<file path="src/rtl/iter_div_pkg.sv">
// Shared definitions for the iterative divider and the EX-stage div_op decode.
// Holds div_op bit positions, op width, the divider FSM state encoding and a
// one-hot helper used to reject malformed op vectors.
package iter_div_pkg;

  localparam int DIV_OP_W      = 4;
  localparam int DIV_OP_DIV_W  = 0;
  localparam int DIV_OP_MOD_W  = 1;
  localparam int DIV_OP_DIV_WU = 2;
  localparam int DIV_OP_MOD_WU = 3;

  typedef enum logic [1:0] {
    IDLE = 2'd0,
    CALC = 2'd1,
    FIX  = 2'd2,
    DONE = 2'd3
  } div_state_t;

  function automatic logic op_is_onehot(input logic [DIV_OP_W-1:0] op);
    int ones;
    ones = 0;
    for (int i = 0; i < DIV_OP_W; i++) begin
      ones += int'(op[i]);
    end
    return (ones == 1);
  endfunction

endpackage

</file>
<file path="src/rtl/iter_div_if.sv">
// Request/response bundle between EX (master) and the divider (slave).
// Request: req_valid/req_ready with div_op, x (dividend), y (divisor).
// Response: resp_valid/resp_ready with result.
interface iter_div_if #(parameter int WIDTH = 32);
  import iter_div_pkg::*;

  logic                req_valid;
  logic                req_ready;
  logic [DIV_OP_W-1:0] div_op;
  logic [WIDTH-1:0]    x;
  logic [WIDTH-1:0]    y;
  logic                resp_valid;
  logic                resp_ready;
  logic [WIDTH-1:0]    result;

  modport master (
    output req_valid, div_op, x, y, resp_ready,
    input  req_ready, resp_valid, result
  );

  modport slave (
    input  req_valid, div_op, x, y, resp_ready,
    output req_ready, resp_valid, result
  );

endinterface

</file>
<file path="src/rtl/iter_div_step.sv">
// One restoring-division step: shift next dividend bit into the partial remainder
// and subtract the divisor if it fits. Purely combinational, no backpressure.
// Ports: rem_in/divisor WIDTH, dvd_bit 1 -> rem_out WIDTH, q_bit 1.
module iter_div_step #(
  parameter int WIDTH = 32
) (
  input  logic [WIDTH-1:0] rem_in,
  input  logic             dvd_bit,
  input  logic [WIDTH-1:0] divisor,
  output logic [WIDTH-1:0] rem_out,
  output logic             q_bit
);

  // rem_in < divisor, so the shifted value needs one extra bit for the compare.
  logic [WIDTH:0]   trial;
  logic [WIDTH-1:0] diff;

  assign trial = {rem_in, dvd_bit};
  assign q_bit = (trial >= {1'b0, divisor});
  // When q_bit is set the true difference is < divisor, so the low bits are exact.
  assign diff    = trial[WIDTH-1:0] - divisor;
  assign rem_out = q_bit ? diff : trial[WIDTH-1:0];

endmodule

</file>
<file path="src/rtl/iter_div.sv">
// Multi-cycle signed/unsigned divider (div.w/mod.w/div.wu/mod.wu), one quotient bit per cycle.
// Latency: accept at edge n, resp_valid high after edge n+WIDTH+1; single op in flight.
// Backpressure: result held in DONE until resp_ready; req_ready only in IDLE and not in reset.
// Ports: clk, rst (sync, active-high), bus (iter_div_if.slave: req/resp handshakes, div_op, x, y, result).
module iter_div
  import iter_div_pkg::*;
#(
  parameter int WIDTH = 32
) (
  input logic         clk,
  input logic         rst,
  iter_div_if.slave   bus
);

  localparam int CW = $clog2(WIDTH);

  div_state_t          state, state_nxt;
  logic [DIV_OP_W-1:0] op_r;
  logic                sign_q, sign_r, dvs_zero;
  logic [WIDTH-1:0]    dvd;      // dividend magnitude, shifted out MSB-first; quotient shifts in
  logic [WIDTH-1:0]    dvs;      // divisor magnitude
  logic [WIDTH-1:0]    rem;
  logic [WIDTH-1:0]    res;
  logic [CW-1:0]       cnt;

  logic                accept;
  logic                is_signed, sx, sy;
  logic [WIDTH-1:0]    abs_x, abs_y;
  logic [WIDTH-1:0]    rem_step;
  logic                q_step;
  logic [WIDTH-1:0]    q_fix, r_fix, fix_res;

  assign bus.req_ready  = ~rst & (state == IDLE);
  assign bus.resp_valid = (state == DONE);
  assign bus.result     = res;
  assign accept         = bus.req_valid & bus.req_ready;

  // Magnitudes fit in WIDTH bits unsigned, including |most-negative|.
  assign is_signed = bus.div_op[DIV_OP_DIV_W] | bus.div_op[DIV_OP_MOD_W];
  assign sx        = is_signed & bus.x[WIDTH-1];
  assign sy        = is_signed & bus.y[WIDTH-1];
  assign abs_x     = sx ? -bus.x : bus.x;
  assign abs_y     = sy ? -bus.y : bus.y;

  iter_div_step #(.WIDTH(WIDTH)) u_step (
    .rem_in  (rem),
    .dvd_bit (dvd[WIDTH-1]),
    .divisor (dvs),
    .rem_out (rem_step),
    .q_bit   (q_step)
  );

  always_ff @(posedge clk) begin
    if (rst) state <= IDLE;
    else     state <= state_nxt;
  end

  always_comb begin
    state_nxt = state;
    unique case (state)
      IDLE:    if (accept) state_nxt = CALC;
      CALC:    if (cnt == CW'(WIDTH - 1)) state_nxt = FIX;
      FIX:     state_nxt = DONE;
      DONE:    if (bus.resp_ready) state_nxt = IDLE;
      default: state_nxt = IDLE;
    endcase
  end

  // Sign fix-up. A zero divisor yields all-ones quotient regardless of signs;
  // the remainder path already reproduces x since the abs/negate round-trips.
  always_comb begin
    q_fix = sign_q ? -dvd : dvd;
    if (dvs_zero) q_fix = '1;
    r_fix   = sign_r ? -rem : rem;
    fix_res = '0;
    if (op_is_onehot(op_r)) begin
      fix_res = (op_r[DIV_OP_DIV_W] | op_r[DIV_OP_DIV_WU]) ? q_fix : r_fix;
    end
  end

  always_ff @(posedge clk) begin
    if (rst) begin
      op_r     <= '0;
      sign_q   <= 1'b0;
      sign_r   <= 1'b0;
      dvs_zero <= 1'b0;
      dvd      <= '0;
      dvs      <= '0;
      rem      <= '0;
      res      <= '0;
      cnt      <= '0;
    end else begin
      unique case (state)
        IDLE: begin
          if (accept) begin
            op_r     <= bus.div_op;
            sign_q   <= sx ^ sy;
            sign_r   <= sx;
            dvs_zero <= (bus.y == '0);
            dvd      <= abs_x;
            dvs      <= abs_y;
            rem      <= '0;
            cnt      <= '0;
          end
        end
        CALC: begin
          rem <= rem_step;
          dvd <= {dvd[WIDTH-2:0], q_step};
          cnt <= cnt + CW'(1);
        end
        FIX:     res <= fix_res;
        default: ;
      endcase
    end
  end

endmodule

</file>
<file path="src/flat_wrapper.sv">
// flat-port wrapper written by rule: the top's interface ports become plain ports
module iter_div_flat import iter_div_pkg::*;
#(
  parameter int WIDTH = 32
)
  (clk, rst, bus_req_valid, bus_div_op, bus_x, bus_y, bus_resp_ready, bus_req_ready, bus_resp_valid, bus_result);
  iter_div_if #(.WIDTH(WIDTH)) bus_i ();
  input logic clk;
  input logic rst;
  input wire logic [$bits(bus_i.req_valid)-1:0] bus_req_valid;
  input wire logic [$bits(bus_i.div_op)-1:0] bus_div_op;
  input wire logic [$bits(bus_i.x)-1:0] bus_x;
  input wire logic [$bits(bus_i.y)-1:0] bus_y;
  input wire logic [$bits(bus_i.resp_ready)-1:0] bus_resp_ready;
  output wire logic [$bits(bus_i.req_ready)-1:0] bus_req_ready;
  output wire logic [$bits(bus_i.resp_valid)-1:0] bus_resp_valid;
  output wire logic [$bits(bus_i.result)-1:0] bus_result;
  assign bus_i.req_valid = bus_req_valid;
  assign bus_i.div_op = bus_div_op;
  assign bus_i.x = bus_x;
  assign bus_i.y = bus_y;
  assign bus_i.resp_ready = bus_resp_ready;
  assign bus_req_ready = bus_i.req_ready;
  assign bus_resp_valid = bus_i.resp_valid;
  assign bus_result = bus_i.result;
  iter_div #(.WIDTH(WIDTH)) u_core (.clk(clk), .rst(rst), .bus(bus_i));
endmodule
</file>
<file path="config.mk">
export PLATFORM = sky130hd
export DESIGN_NAME = iter_div_flat
export DESIGN_NICKNAME = d
export VERILOG_FILES = /design/src/rtl/iter_div_pkg.sv /design/src/rtl/iter_div_if.sv /design/src/rtl/iter_div_step.sv /design/src/rtl/iter_div.sv /design/src/flat_wrapper.sv
export SDC_FILE = /design/constraint.sdc
export NUM_CORES = 1
export LEC_CHECK = 0
export ABC_AREA = 1
export BUFFER_PORTS_ARGS = -buffer_cell sky130_fd_sc_hd__buf_2
export CAP_MARGIN = 15
export CORE_MARGIN = 1.5
export CORE_UTILIZATION = 30
export DETAILED_ROUTE_END_ITERATION = 10
export PLACE_DENSITY = 0.44
export SYNTH_ARGS = -nofsm -noshare
export SYNTH_HDL_FRONTEND = slang
export SYNTH_SLANG_ARGS = --single-unit
export TNS_END_PERCENT = 30
</file>
<file path="constraint.sdc">
create_clock -name clk -period 5.7 [get_ports clk]
set_clock_uncertainty 0.15 [all_clocks]
set_input_delay 0.57 -clock clk [delete_from_list [all_inputs] [get_ports clk]]
set_output_delay 0.57 -clock clk [all_outputs]
set_load 0.1 [all_outputs]
</file>
==> results_dict.tcl <==
set metrics [dict create \
    cts.path.max_buffers 2 \
    period_needed_ps 3410 \
    slowest_delay_ps 680 \
    dieArea_um2 42800 \
    dp_hpwl_um 37500 \
    rows 74 \
    cts_sinks 142 \
    rsz0062_at_grt "no" \
    grt.total_usage_pct 22.2 \
    r2r_cells 10 \
    worstSetupEndpointType "flop" \
    grt_max_degree 84 \
    worst_r2r_startpoint "u_core.state[0]" \
    worstMarginPinSlew_ps 1060 \
    crit_buf_inv 4 \
    dp_cells 2750 \
    gp_congestion 0.902 \
    clock_latency_ps 450 \
    cap_violations 0 \
    cp_top_family "simple AND/OR/NAND/NOR gates" \
    cts_buffers 17 \
    final_common_cell "nand2_1" \
    fin_nets 2356 \
    multi_input_area_um2 7970 \
    synth.distinct_cells 51 \
    vias 13600 \
    die_height_um 207 \
    setup_slack_ps 2290 \
    avgSynthCellArea_um2 5.74 \
    dr.pass1.iters 5 \
    wl_met3_um 1430 \
    cts_tree "yes" \
    avgViaCountPerCell 4.87 \
    n_fill_cell 4726 \
    start_util_pct 30.5 \
    drive_gt1_share_pct 8.98 \
    io_buffer_count 105 \
    fin_crit_sh_pct 59.7 \
    n_antenna_cell 0 \
    most-common-layout-cells "614 x nand2_1, 340 x inv_1, 253 x nand3_1" \
    start_kind "flop" \
    fmax_mhz 294 \
    finalSetupViolCount 0 \
    hold_violations 0 \
    synth_edf_count 0 \
    holdCritPathClass "in2reg" \
    power.density_nw_per_um2 346 \
    path_common_cell "inv_1" \
    synth_top_cell_by_area "dfxtp_1" \
    p_leak_nw 6.88 \
    grt_pass1_wl_um 72500 \
    synth.area.top_cells "dfxtp_1 23%, nand2_1 18%, inv_1 10%" \
    path_cells "inv_1 -> ha_1 -> inv_1 -> nor2_4 -> nand2_4 -> nand2_1 -> inv_1 -> buf_4 -> nand2_1 -> a21oi_2" \
    ant_nets 0 \
    vdd_ir_drop_max_uv 229 \
    r2r_setup_slack_ps 2290 \
    fp.coreArea_um2 40900 \
    criticalPathCategory "reg2reg" \
    antenna_found_initial 0 \
    clk_pin_slew_worst_paths_ps 70 \
    post-place-ws_ps 2000 \
    status "finished clean" \
    min_from "bus_div_op[3]" \
    slew_violations 0 \
    die_w_um 207 \
    cp_max_fo 54 \
    top_layer_used "met4" \
    detail_route.wl_per_cell_um 16.8 \
    slew_headroom_pct 29.0 \
    post_cts_buffers 0 \
    hold_depth 3 \
    synth_top_area_share_pct 22.8 \
    synth-async-reset-ratio_pct 0 \
    worstPathArrival_ps 3630 \
    cp.depth 10 \
    postCtsResizedCells 0 \
    wl_met2_um 21000 \
    fin_tns_setup_ps 0 \
    syn2layout_area_growth_pct 12.5 \
    syn_area_um2 12500 \
    hold_buffers 0 \
    yosysWarningCount 0 \
    dr.first_iter.drc_count 965 \
    grt_pass1_vias 12600 \
    ios 106 \
    layout.cells.non_filler 2782 \
    syn_inst 2174 \
    crit_required_ps 5920 \
    slowest_stage "nand2_1" \
    hold_end "u_core.op_r[3]" \
    routed_wl_um 46700 \
    ys_seq_area_share_pct 22.8 \
    cts_root_buffer "clkbuf_16" \
    r2r-end "u_core.rem[25]" \
    regArea_um2 2840 \
    gr-total-overflow 0 \
    final_area_um2 14000 \
    syn_nets 2293 \
    dpl-instance-area_um2 13400 \
    m1WireLength_um 23600 \
    htree_levels 4 \
    drc_errors 0 \
    ys_ff_latch 142 \
    synth_ff_type "dfxtp_1" \
]
area by class of cell:
cell class	instances	area share (%)
timing repair buffer	115	4.30
sequential	142	20.3
inverter	349	9.36
tap	532	4.75
multi-input combinational	1612	56.8
clock inverter	13	1.33
clock buffer	19	3.16
stage by stage:
| step | power [W] | hold slack, ps | utilization, % |
|---|---|---|---|
| 4_1_cts | 0.00488 | 133 | 34.3 |
| 6_report | 0.00485 | 163 | 34.3 |
| 3_3_place_gp | 0.00363 | 302 | 32.7 |
| 3_5_place_dp | 0.00364 | 305 | 32.7 |
| 5_1_grt | 0.00523 | 171 | 34.3 |
| 2_1_floorplan | 0.00294 | 294 | - |
per-layer routing:
layer / global-route usage, % / vias to the layer above
met3: 2.39 / 29
li1: - / 7097
met5: 0 / -
met4: 4.73 / 0
met1: 32.0 / 6189
met2: 35.5 / 245
how the worst max path moves through the flow:
stage	start	end	slack, ps
after floorplan	rst	u_core.dvd[2]	3250
after global placement	rst	u_core.rem[31]	2040
after detailed placement	rst	u_core.rem[21]	2000
after CTS	u_core.state[0]	u_core.rem[26]	2280
after global routing	u_core.state[0]	u_core.dvd[0]	1940
final	u_core.state[0]	u_core.rem[25]	2290
flip-flops by register name (all words and copies together), names as in the netlist:
name,flops
u_core.bus.result,32
u_core.cnt,5
u_core.dvd,32
u_core.dvs,32
u_core.dvs_zero,1
u_core.op_r,4
u_core.rem,32
u_core.sign_q,1
u_core.sign_r,1
u_core.state,2
cells by family after synthesis:
family          count (synthesis)  synth area share [%]
compound gates                333                  15.1
simple gates                 1191                  41.1
flops                         142                  22.8
buf+inv                       420                  13.3
xor+xnor                       41                  2.88
fa+ha+maj                      47                  4.84
worst register-to-register path, stage by stage, from the launching register on:
cell and delay, ps:
dfxtp_1 360, inv_1 100, ha_1 210, inv_1 140, nor2_4 60, nand2_4 400, nand2_1 680, inv_1 480
buf_4 450, nand2_1 160, a21oi_2 140
Yosys cell counts (21+ instances only):
cell type and instances:
a21oi_1 118, a31oi_1 21, clkbuf_1 41, dfxtp_1 142, ha_1 45, inv_1 340
nand2_1 614, nand3_1 253, nand4_1 23, nor2_1 215, nor3_1 24, o21ai_0 115
o22ai_1 23, xor2_1 24
power breakdown:
group | switching [W] | leakage, nW | total [W] | internal (W)
logic | 0.00174 | 5.43 | 0.00241 | 0.000667
clock network | 0.000483 | 0.296 | 0.00123 | 0.000745
registers | 0.0000879 | 1.16 | 0.00122 | 0.00113
total | 0.00231 | 6.88 | 0.00485 | 0.00255
No activity file was read; power rests on OpenSTA's default activity.
